--- config.mk ---
export PLATFORM = sky130hd
export DESIGN_NAME = ps2_host_tx
export DESIGN_NICKNAME = d
export VERILOG_FILES = /design/src/rtl/ps2_pkg.sv /design/src/rtl/ps2_sync_edge.sv /design/src/rtl/ps2_host_tx.sv
export SDC_FILE = /design/constraint.sdc
export NUM_CORES = 1
export LEC_CHECK = 0
export ABC_CLOCK_PERIOD_IN_PS = 3270
export CORE_ASPECT_RATIO = 1.4
export CORE_UTILIZATION = 35
export CTS_BUF_LIST = sky130_fd_sc_hd__clkbuf_16
export DETAILED_ROUTE_END_ITERATION = 12
export PLACE_DENSITY = 0.53
export REMOVE_ABC_BUFFERS = 1
export SYNTH_ARGS = -nofsm -noshare
export SYNTH_HDL_FRONTEND = slang
export SYNTH_SLANG_ARGS = --single-unit
export TNS_END_PERCENT = 50
--- constraint.sdc ---
create_clock -name i_clk -period 3.27 [get_ports i_clk]
set_input_delay 0.4905 -clock i_clk [delete_from_list [all_inputs] [get_ports i_clk]]
set_output_delay 0.4905 -clock i_clk [all_outputs]
set_load 0.02 [all_outputs]
--- src/rtl/ps2_pkg.sv ---
// ps2_pkg: definitions shared by the PS/2 host transmitter and receiver.
//   - ps2_state_e : host-transmit FSM state encoding
//   - FRAME_BITS  : bits the host drives after the start bit (8 data, parity, stop)
//   - ACK_EDGE    : device falling edge on which the ack bit is sampled
//   - CMD_*       : common host-to-device command bytes
//   - ps2_frame() : builds the outgoing frame {stop, odd parity, data}
package ps2_pkg;

  typedef enum logic [2:0] {
    S_IDLE      = 3'd0,
    S_INHIBIT   = 3'd1,
    S_REQ       = 3'd2,
    S_SHIFT     = 3'd3,
    S_ACK       = 3'd4,
    S_WAIT_IDLE = 3'd5
  } ps2_state_e;

  localparam int FRAME_BITS = 10;
  localparam int ACK_EDGE   = 11;

  localparam logic [7:0] CMD_RESET   = 8'hFF;
  localparam logic [7:0] CMD_SET_LED = 8'hED;
  localparam logic [7:0] CMD_ECHO    = 8'hEE;

  // LSB is sent first; the parity bit makes the count of ones in data+parity odd.
  function automatic logic [FRAME_BITS-1:0] ps2_frame(input logic [7:0] b);
    return {1'b1, ~^b, b};
  endfunction

endpackage

--- src/rtl/ps2_sync_edge.sv ---
// ps2_sync_edge: 2-flop synchronizer for the raw PS/2 clock and data pins plus
// a one-cycle falling-edge pulse on the clock line.
//   i_clk, i_rst           : system clock, async active-high reset
//   i_ps2_clk, i_ps2_data  : raw asynchronous pin levels
//   o_clk_lvl, o_data_lvl  : synchronized levels
//   o_clk_fall             : one-cycle pulse on a synchronized clock falling edge
module ps2_sync_edge (
  input  logic i_clk,
  input  logic i_rst,
  input  logic i_ps2_clk,
  input  logic i_ps2_data,
  output logic o_clk_lvl,
  output logic o_data_lvl,
  output logic o_clk_fall
);

  logic [1:0] r_clk_sync;
  logic [1:0] r_data_sync;

  // Reset to the bus idle level (high) so leaving reset never fakes an edge.
  always_ff @(posedge i_clk or posedge i_rst) begin
    if (i_rst) begin
      r_clk_sync  <= 2'b11;
      r_data_sync <= 2'b11;
    end else begin
      r_clk_sync  <= {r_clk_sync[0], i_ps2_clk};
      r_data_sync <= {r_data_sync[0], i_ps2_data};
    end
  end

  assign o_clk_fall = r_clk_sync[1] & ~r_clk_sync[0];
  assign o_clk_lvl  = r_clk_sync[1];
  assign o_data_lvl = r_data_sync[1];

endmodule

--- src/rtl/ps2_host_tx.sv ---
// ps2_host_tx: host-to-device PS/2 transmitter. Sends one command byte using the
// inhibit / request-to-send / shift / ack sequence, driving both lines open-drain.
//   i_clk, i_rst      : system clock, async active-high reset
//   i_ps2_clk/_data   : raw pin levels (shared with the receiver)
//   i_wrn, i_din      : active-low write strobe and byte, accepted only when idle
//   o_ps2_clk_oe/_data_oe : 1 = pull the line low
//   o_tx_busy         : transfer in progress (gates the receiver)
//   o_tx_done         : one-cycle pulse when the device acknowledged the frame
//   o_tx_err          : sticky NACK/timeout flag, cleared by the next accepted write
module ps2_host_tx
  import ps2_pkg::*;
#(
  parameter int INHIBIT_CYC = 5000,
  parameter int TIMEOUT_CYC = 1000000
) (
  input  logic       i_clk,
  input  logic       i_rst,
  input  logic       i_ps2_clk,
  input  logic       i_ps2_data,
  input  logic       i_wrn,
  input  logic [7:0] i_din,
  output logic       o_ps2_clk_oe,
  output logic       o_ps2_data_oe,
  output logic       o_tx_busy,
  output logic       o_tx_done,
  output logic       o_tx_err
);

  localparam logic [19:0] INH_LAST = 20'(INHIBIT_CYC - 1);
  localparam logic [19:0] TO_LAST  = 20'(TIMEOUT_CYC - 1);

  ps2_state_e            r_state, w_state_nxt;
  logic [19:0]           r_timer;
  logic [3:0]            r_bitcnt;
  logic [FRAME_BITS-1:0] r_frame;
  logic                  r_clk_oe, r_data_oe, r_done, r_err;
  logic                  w_clk_oe_d, w_data_oe_d, w_done_d, w_err_d;
  logic                  w_clk_lvl, w_data_lvl, w_fall;
  logic                  w_inh_end, w_timeout, w_lines_idle;

  ps2_sync_edge u_sync (
    .i_clk      (i_clk),
    .i_rst      (i_rst),
    .i_ps2_clk  (i_ps2_clk),
    .i_ps2_data (i_ps2_data),
    .o_clk_lvl  (w_clk_lvl),
    .o_data_lvl (w_data_lvl),
    .o_clk_fall (w_fall)
  );

  assign w_inh_end    = (r_timer == INH_LAST);
  // A device edge restarts the timer, so it wins over an expiry in the same cycle.
  assign w_timeout    = (r_timer == TO_LAST) && !w_fall;
  assign w_lines_idle = w_clk_lvl && w_data_lvl;

  // State and registered outputs (oe registered so the pins never glitch).
  always_ff @(posedge i_clk or posedge i_rst) begin
    if (i_rst) begin
      r_state   <= S_IDLE;
      r_clk_oe  <= 1'b0;
      r_data_oe <= 1'b0;
      r_done    <= 1'b0;
      r_err     <= 1'b0;
    end else begin
      r_state   <= w_state_nxt;
      r_clk_oe  <= w_clk_oe_d;
      r_data_oe <= w_data_oe_d;
      r_done    <= w_done_d;
      r_err     <= w_err_d;
    end
  end

  // Next-state logic.
  always_comb begin
    w_state_nxt = r_state;
    case (r_state)
      S_IDLE:      if (!i_wrn) w_state_nxt = S_INHIBIT;
      S_INHIBIT:   if (w_inh_end) w_state_nxt = S_REQ;
      S_REQ:       if (w_fall) w_state_nxt = S_SHIFT;
                   else if (w_timeout) w_state_nxt = S_IDLE;
      S_SHIFT:     if (w_fall && r_bitcnt == 4'(FRAME_BITS - 1)) w_state_nxt = S_ACK;
                   else if (w_timeout) w_state_nxt = S_IDLE;
      S_ACK:       if (w_fall) w_state_nxt = w_data_lvl ? S_IDLE : S_WAIT_IDLE;
                   else if (w_timeout) w_state_nxt = S_IDLE;
      S_WAIT_IDLE: if (w_lines_idle || w_timeout) w_state_nxt = S_IDLE;
      default:     w_state_nxt = S_IDLE;
    endcase
  end

  // Output logic: next values of the registered pins and status flags.
  always_comb begin
    w_clk_oe_d  = (w_state_nxt == S_INHIBIT);
    w_data_oe_d = 1'b0;
    w_done_d    = 1'b0;
    w_err_d     = r_err;
    case (r_state)
      S_IDLE:    if (!i_wrn) w_err_d = 1'b0;
      // Start bit goes low together with the clock release.
      S_INHIBIT: w_data_oe_d = w_inh_end;
      S_REQ, S_SHIFT: begin
        if (w_fall)         w_data_oe_d = ~r_frame[0];
        else if (w_timeout) w_err_d     = 1'b1;
        else                w_data_oe_d = r_data_oe;
      end
      S_ACK: begin
        if (w_fall)         w_err_d = r_err | w_data_lvl;
        else if (w_timeout) w_err_d = 1'b1;
      end
      S_WAIT_IDLE: begin
        if (w_lines_idle)   w_done_d = 1'b1;
        else if (w_timeout) w_err_d  = 1'b1;
      end
      default: ;
    endcase
  end

  // Timer, bit counter and frame shifter.
  always_ff @(posedge i_clk or posedge i_rst) begin
    if (i_rst) begin
      r_timer  <= '0;
      r_bitcnt <= '0;
      r_frame  <= '0;
    end else begin
      // Our own clock pull-down shows up as a fall during INHIBIT; it must not
      // stretch the inhibit period.
      if (r_state != w_state_nxt || (w_fall && r_state != S_INHIBIT))
        r_timer <= '0;
      else if (r_state != S_IDLE)
        r_timer <= r_timer + 20'd1;

      if (r_state == S_IDLE || r_state == S_INHIBIT)
        r_bitcnt <= '0;
      else if (w_fall && r_bitcnt != 4'(ACK_EDGE))
        r_bitcnt <= r_bitcnt + 4'd1;

      if (r_state == S_IDLE && !i_wrn)
        r_frame <= ps2_frame(i_din);
      else if (w_fall && (r_state == S_REQ || r_state == S_SHIFT))
        r_frame <= {1'b1, r_frame[FRAME_BITS-1:1]};
    end
  end

  assign o_ps2_clk_oe  = r_clk_oe;
  assign o_ps2_data_oe = r_data_oe;
  assign o_tx_busy     = (r_state != S_IDLE);
  assign o_tx_done     = r_done;
  assign o_tx_err      = r_err;

endmodule
==> key figures, run 1 <==
Worst setup path
  • Setup CP Type: flip-flop to primary output
  • FF-to-FF End: r_timer[18]
  • Crit. End Element: primary output
  • Critical Path AT: 1.90 ns
  • Worst-path fanout max: 13
  • Largest stage delay on the critical path: 0.63 ns
  • Worst Path Required: 2.78 ns
  • RR Startpoint: r_state[2]
  • Worst setup startpoint: r_state[0]
  • CP cell instances: nor3_1 -> buf_4 -> inv_1 -> clkdlybuf4s50_1
  • Reg2reg path depth: 6
  • Critical path launch point type: flip-flop
  • FF-to-FF setup slack: 1.00 ns
  • Slowest cell on crit path: clkdlybuf4s50_1

Cells and area
  • Diode count: 0
  • Layout cells sized above 1: 14.1%
  • Area Growth Syn to Fin: 16.0%
  • Post-route insts no fill: 361
  • Layout net count: 284
  • Core Util, Final: 42.7%

STA
  • Worst slew pin tran: 0.948 ns
  • Setup violators final: 0
  • WHS: 0.358 ns
  • Final Worst Setup Slack: 0.881 ns
  • Final TNS setup: 0 ns
  • Slew Limit Fails: 0
  • Minimum clock period: 2.39 ns
  • RSZ-0062 raised after global routing: false
  • Max Clk Rate: 419 MHz
  • Slew HR: 36.7%
  • Crit share post-route: 73.1%
  • Worst clock skew: 0.00541 ns
  • Final Hold Viols: 0

Floorplan
  • Site Rows: 35
  • Chip Width: 72.7 µm
  • IO Count: 18
  • Starting Density: 36.8%
  • Core Area: 6660 µm²
  • DIE HEIGHT: 101 µm
  • DIE AREA: 7350 µm²

Global route
  • Largest net degree at the start of global routing: 46
  • Initial antenna violation count: 0
  • GR Overflow Total: 0
  • Total Routing Usage GR: 16.1%
  • Vias in the first global route: 1,883
  • First-pass GRT wire length: 9.11 mm

Min path
  • Min-Delay Path Depth: 0
  • Hold Crit Class: flip-flop to flip-flop
  • Hold wc startpoint: u_sync.r_data_sync[0]
  • Worst Hold End: u_sync.r_data_sync[1]

Synth
  • Complex-gate fraction of the synthesized area: 9.13%
  • Mapped Avg Cell Area: 9.85 µm²
  • Adder-Cell Fraction of Synth Area: 1.53%
  • YS warnings: 0
  • Unique masters post-synth: 51
  • Register area share after synthesis: 46.1%
  • FFs w/ async S/R, synth: 100%
  • Syn Inst Count: 249
  • Synth Flop Type: dfrtp_1
  • Mux contribution to synthesized area: 0.816%
  • Synth Cell Area: 2450 µm²
  • Seq cells post-synth: 45
  • Simple-Gate Fraction of Synth Area: 27.3%
  • Largest family of logic cells by synthesized area: simple AND/OR/NAND/NOR gates
  • Xor/xnor share of the synthesized area: 10.0%
  • Post-synth EDFFs: 0

Placement
  • PortBufs: 17
  • Cell Count Post-Placement: 353
  • Gp weighted congestion: 0.761
  • Worst slack, placed: 1.01 ns
  • Detail Placement HPWL: 3.61 mm

Clocking
  • CTS tree: done
  • CTS sink count: 45
  • CTS Hold Buffers Added: 0
  • Root buf cell: clkbuf_16
  • Clock latency on the worst-skew pair: 0.29 ns
  • CTS max path bufs: 2
  • H-tree depth: 2
  • Setup bufs post-CTS: 0
  • Worst-path clk slew: 0.07 ns
  • Cts bufs inserted: 5
  • Post-cts sizing count: 0

Status
  • Status: completed

Pwr
  • Internal power: 0.00106 W
  • Pleak: 1.11 nW
  • Net Sw Power: 0.000468 W
  • Seq pwr share: 49.6%
  • Power per cell area: 539 nW/µm²
  • Comb power frac: 17.2%
  • Clk pwr share: 33.3%
  • Peak supply drop: 0.000289 V
  • Switching Share: 30.6%

Job
  • Max Cap Viol: 0

Drt
  • Metal-1 WL: 2.40 mm
  • DR WL/cell: 14.5 µm
  • Initial DRC count: 83
  • Number of vias per cell: 5.16
  • DRC: 0
  • Top routing layer in use: met4
  • Wire length on met3: 73 µm
  • Pre-antenna DRT Iters: 4
  • Routed Antenna Nets: 0
  • Drt total wl: 5.24 mm
  • Vias: 1,863
  • Routed wl met2: 2.66 mm
synth_stat cells (2+ instances only):
library cell,n,share of area (%)
a21oi_1,5,1.0
a22oi_1,8,2.4
and2b_2,2,0.71
and4_2,2,0.82
buf_2,3,0.61
buf_6,2,0.92
clkbuf_1,2,0.31
clkbuf_8,3,1.7
dfrtp_1,41,42
dfstp_2,4,4.3
ha_1,3,1.5
inv_1,9,1.4
mux2i_1,2,0.82
nand2_1,26,4.0
nand2b_1,2,0.51
nand3_1,11,2.2
nand4_1,6,1.5
nor2_1,21,3.2
nor2b_1,2,0.51
nor3_1,17,3.5
nor4_1,13,3.3
nor4_2,2,1.0
nor4b_1,2,0.71
o21ai_0,4,0.82
o31a_2,2,0.82
or2b_2,2,0.71
or3_1,3,0.77
xnor2_1,18,6.4
xor2_1,10,3.6
worst max path at each step:
| stage | to | slack (ns) | depth (start not counted) |
|---|---|---|---|
| detailed placement | r_timer[19] | 1.01 | 6 |
| floorplan | r_timer[0] | 0.74 | 5 |
| CTS | o_tx_busy | 0.86 | 4 |
| finish | o_tx_busy | 0.88 | 4 |
| global route | o_tx_busy | 0.74 | 4 |
| global placement | r_timer[1] | 1.05 | 7 |
cell families (layout without fill, tap and decap cells):
family	Yosys count	count (layout)
mux	2	2
buf+inv	20	40
xor+xnor	28	28
flops	45	45
compound gates	31	31
fa+ha+maj	3	3
simple gates	120	120
layout by cell type, fill, tap and decap left out, types with 2 or more instances in the layout:
master	n
clkdlybuf4s50_1	17
and2b_2	2
xor2_1	10
nand4_1	6
and4_2	2
buf_4	6
inv_1	8
nor4_2	3
nor3_1	17
nand3_1	11
nor2_1	21
nand2_1	26
mux2i_1	2
xnor2_1	18
nor4b_1	2
o21ai_0	4
clkbuf_16	5
a21oi_1	5
or3_1	3
or2b_2	2
nor4_1	12
nor2b_1	2
nand2b_1	2
a22oi_1	8
dfstp_2	4
ha_1	3
dfrtp_1	41
o31a_2	2
cell type report:
cell class              count  area (µm²)
flip-flops and latches     45        1130
inverters                   9        33.8
well taps                  92         115
multi-input cells         184        1200
clock inverters             3        21.3
clock buffers               5         125
repair buffers             23         215
fillers                   668        3810
metrics by stage:
stage	area, µm²	power, W
after floorplan	2360	0.000951
after global placement	2700	0.00103
after detailed placement	2700	0.00103
after CTS	2840	0.00155
after global routing	2840	0.00163
final	2840	0.00153
sequential cells by signal (all words and copies together) (netlist names):
name and cells:
o_ps2_clk_oe 1, o_ps2_data_oe 1, o_tx_done 1, o_tx_err 1, r_bitcnt 4, r_frame 10
r_state 3, r_timer 20, u_sync.r_clk_sync 2, u_sync.r_data_sync 2
power groups by stage:
stage          combinational, W  sequential, W  clock, W
2_1_floorplan          0.000210       0.000741         0
3_3_place_gp           0.000260       0.000770         0
3_5_place_dp           0.000265       0.000769         0
4_1_cts                0.000268       0.000760  0.000527
5_1_grt                0.000299       0.000777  0.000550
6_report               0.000263       0.000760  0.000510
worst max-delay path, delay by kind of cell, from the launching register on:
kind	cells	cell delay, ns
buffers and inverters	3	0.93
flip-flops	1	0.60
AND/OR/NAND/NOR	1	0.09
layer usage:
metal	track usage [%]	vias to the layer above
li1	-	928
met1	20.0	915
met2	27.2	15
met3	2.50	5
met4	7.54	0
met5	0	-
Power figures use the tool's default switching activity.
==> run 2: changes to the inputs <==
Settings changed: ABC_CLOCK_PERIOD_IN_PS 3270 to 2000, PLACE_DENSITY 0.53 to 0.55.
Clock period 3.27 ns to 2 ns, I/O delays scaled along.
==> key figures, run 2 (synthesis gave the netlist of run 1 again) <==
Status
  • Status: complete, but fails checks
  • Failing checks: setup timing

Cells and area
  • Multi-input gate area: 1260 µm² (+5.2%)
  • Layout cells sized above 1: 25.0% (+11 points)
  • FF/Latch Area: 1130 µm² (unchanged)
  • Largest registers: r_timer (20), r_frame (10), r_bitcnt (4)
  • Most frequent cells in the layout: 41 x dfrtp_1, 28 x buf_4, 26 x nand2_1, 21 x nor2_1, 18 x xnor2_1
  • Number of flip-flops in the largest register: 20 (unchanged)
  • Diode count: 0 (unchanged)
  • Commonest non-fill, non-tap cell in the layout: dfrtp_1
  • Layout net count: 311 (+9.5%)
  • Design Area, Final: 3180 µm² (+12%)
  • Filler instances: 677 (+1.3%)
  • Reg with most FFs: r_timer
  • Area Growth Syn to Fin: 29.8%

STA
  • Setup violators final: 5 (+5)
  • Worst clock skew: 0.00686 ns (+0.00145 ns)
  • RSZ-0062 raised after global routing: true
  • Worst slew pin tran: 0.555 ns (-0.393 ns)
  • Slew HR: 62.9% (+26 points)
  • Max Clk Rate: 497 MHz
  • Final Worst Setup Slack: -0.0122 ns (-0.893 ns)
  • Minimum clock period: 2.01 ns
  • Final Hold Viols: 0 (unchanged)
  • Slew Limit Fails: 0 (unchanged)
  • Crit share post-route: 101%

Clocking
  • Cts bufs inserted: 5 (unchanged)
  • CTS sink count: 45 (unchanged)
  • Worst-path clk slew: 0.06 ns (about the same)
  • Clock latency on the worst-skew pair: 0.29 ns (about the same)
  • Root buf cell: clkbuf_16
  • H-tree depth: 2 (unchanged)
  • CTS max path bufs: 2 (unchanged)
  • CTS tree: done

Placement
  • Worst slack, placed: -0.0467 ns (-1.06 ns)
  • Detail Placement HPWL: 4.07 mm (+13%)
  • PortBufs: 17 (unchanged)
  • DP Area: 2870 µm² (+6.3%)
  • Gp weighted congestion: 0.864 (+14%)

Pwr
  • Clk pwr share: 37.2% (+3.9 points)
  • Seq pwr share: 42.3% (-7.3 points)
  • Comb power frac: 20.5% (+3.3 points)
  • Net Sw Power: 0.000805 W (+72%)
  • Power per cell area: 907 nW/µm² (+68%)
  • Final Power: 0.00289 W (+88%)
  • Pleak: 1.29 nW (+16%)
  • Peak supply drop: 0.000506 V (+75%)
  • Switching Share: 27.9% (-2.7 points)
  • Internal power: 0.00208 W (+96%)

Drt
  • Vias: 1,929 (+3.5%)
  • Initial DRC count: 79 (-4.8%)
  • Routed Antenna Nets: 0 (unchanged)
  • Pre-antenna DRT Iters: 4 (unchanged)
  • DRC: 0 (unchanged)
  • Drt total wl: 5.52 mm (+5.2%)
  • Number of vias per cell: 4.97 (-3.7%)
  • DR WL/cell: 14.2 µm (-2.1%)

Global route
  • Largest net degree at the start of global routing: 46 (unchanged)
  • Total Routing Usage GR: 17.0% (+0.87 points)
  • GR Overflow Total: 0 (unchanged)
  • First-pass GRT wire length: 9.41 mm (+3.3%)
  • Initial antenna violation count: 0 (unchanged)
  • Vias in the first global route: 1,959 (+4.0%)

Worst setup path
  • CP delay by family, top: simple AND/OR/NAND/NOR gates
  • Slowest cell on crit path: or4b_4
  • Worst-path fanout max: 5 (-8)
  • Buf/Inv on CP: 2 (-1)
  • Reg2reg path depth: 7 (+1)
  • Critical Path AT: 2.18 ns (+0.28 ns)
  • Crit. End Element: flip-flop
  • Setup CP Type: flip-flop to flip-flop
  • CP Depth: 7 (+3)
  • CP cell instances: or4b_4 -> nor4_4 -> a32oi_2 -> a211oi_2 -> buf_4 -> buf_6 -> nor4_1
  • Worst Path Required: 2.16 ns (-0.62 ns)
  • Largest stage delay on the critical path: 0.55 ns (-0.08 ns)
  • Critical path launch point type: flip-flop

Job
  • Max Cap Viol: 0 (unchanged)

Floorplan
  • DIE HEIGHT: 101 µm (unchanged)
  • Site Rows: 35 (unchanged)
  • Core Area: 6660 µm² (unchanged)
  • DIE AREA: 7350 µm² (unchanged)
  • IO Count: 18 (unchanged)
  • Starting Density: 36.8% (unchanged)
  • Chip Width: 72.7 µm (unchanged)

Min path
  • Hold Crit Class: primary input to async pin
[run 2: cell types whose count changed in the layout (fill, tap and decap cells not counted), moves of 2 or more]
cell       delta
buf_4        +22
nor4_2        +3
buf_6         +4
bufinv_16     +2
nor4_1        -4
[run 2: layout make-up]
type	count	share of cell area [%]
clock buffer	5	3.93
clock inverter	3	2.16
inverter	9	1.06
multi-input combinational	184	39.7
sequential	45	35.5
tap	92	3.62
timing repair buffer	50	14.0
[run 2: worst paths after layout]
path | start | end | slack, ns
hold reg to reg | u_sync.r_data_sync[0] | u_sync.r_data_sync[1] | 0.36
setup / recovery | r_timer[13] | r_timer[6] | -0.01
hold / removal | i_rst | r_timer[0] | 0.35
min in group i_clk | u_sync.r_data_sync[0] | u_sync.r_data_sync[1] | 0.36
max in group asynchronous | i_rst | u_sync.r_clk_sync[1] | 1.38
setup reg to reg | r_timer[13] | r_timer[6] | -0.01
[run 2: tightest hold or removal path, delay by kind of cell]
family,cells,cell delay (ns)
buffers and inverters,3,0.72
[run 2: metrics by stage]
stage	util (%)	instances	TNS, ns	hold slack [ns]
floorplan	-	238	-11.58	0.304
global placement	43.1	374	-0.106	0.346
detailed placement	43.1	374	-0.612	0.347
CTS	47.0	386	-0.205	0.357
global route	47.8	388	-1.83	0.366
finish	47.8	388	-0.0400	0.350
[run 2: routing by layer]
layer,vias up,global-route usage (%),part of all wire (%)
met4,0,6.33,1.7
met1,929,21.0,45
met2,12,29.3,52
met5,-,0,0
met3,6,3.00,1.5
li1,982,-,-
[run 2: power groups by stage]
| stage | Clock (W) | Sequential (W) | Combinational, W |
|---|---|---|---|
| finish | 0.00107 | 0.00122 | 0.000591 |
| floorplan | 0 | 0.00121 | 0.000344 |
| CTS | 0.00110 | 0.00122 | 0.000570 |
| global route | 0.00115 | 0.00124 | 0.000662 |
| global placement | 0 | 0.00123 | 0.000542 |
| detailed placement | 0 | 0.00123 | 0.000553 |
[run 2: repair_timing]
action,in CTS,in global routing
resized for setup,13,7
cloned,2,0
buffers inserted,2,2
pin swaps,7,0
setup endpoints to repair,21,20
hold buffers,0,0
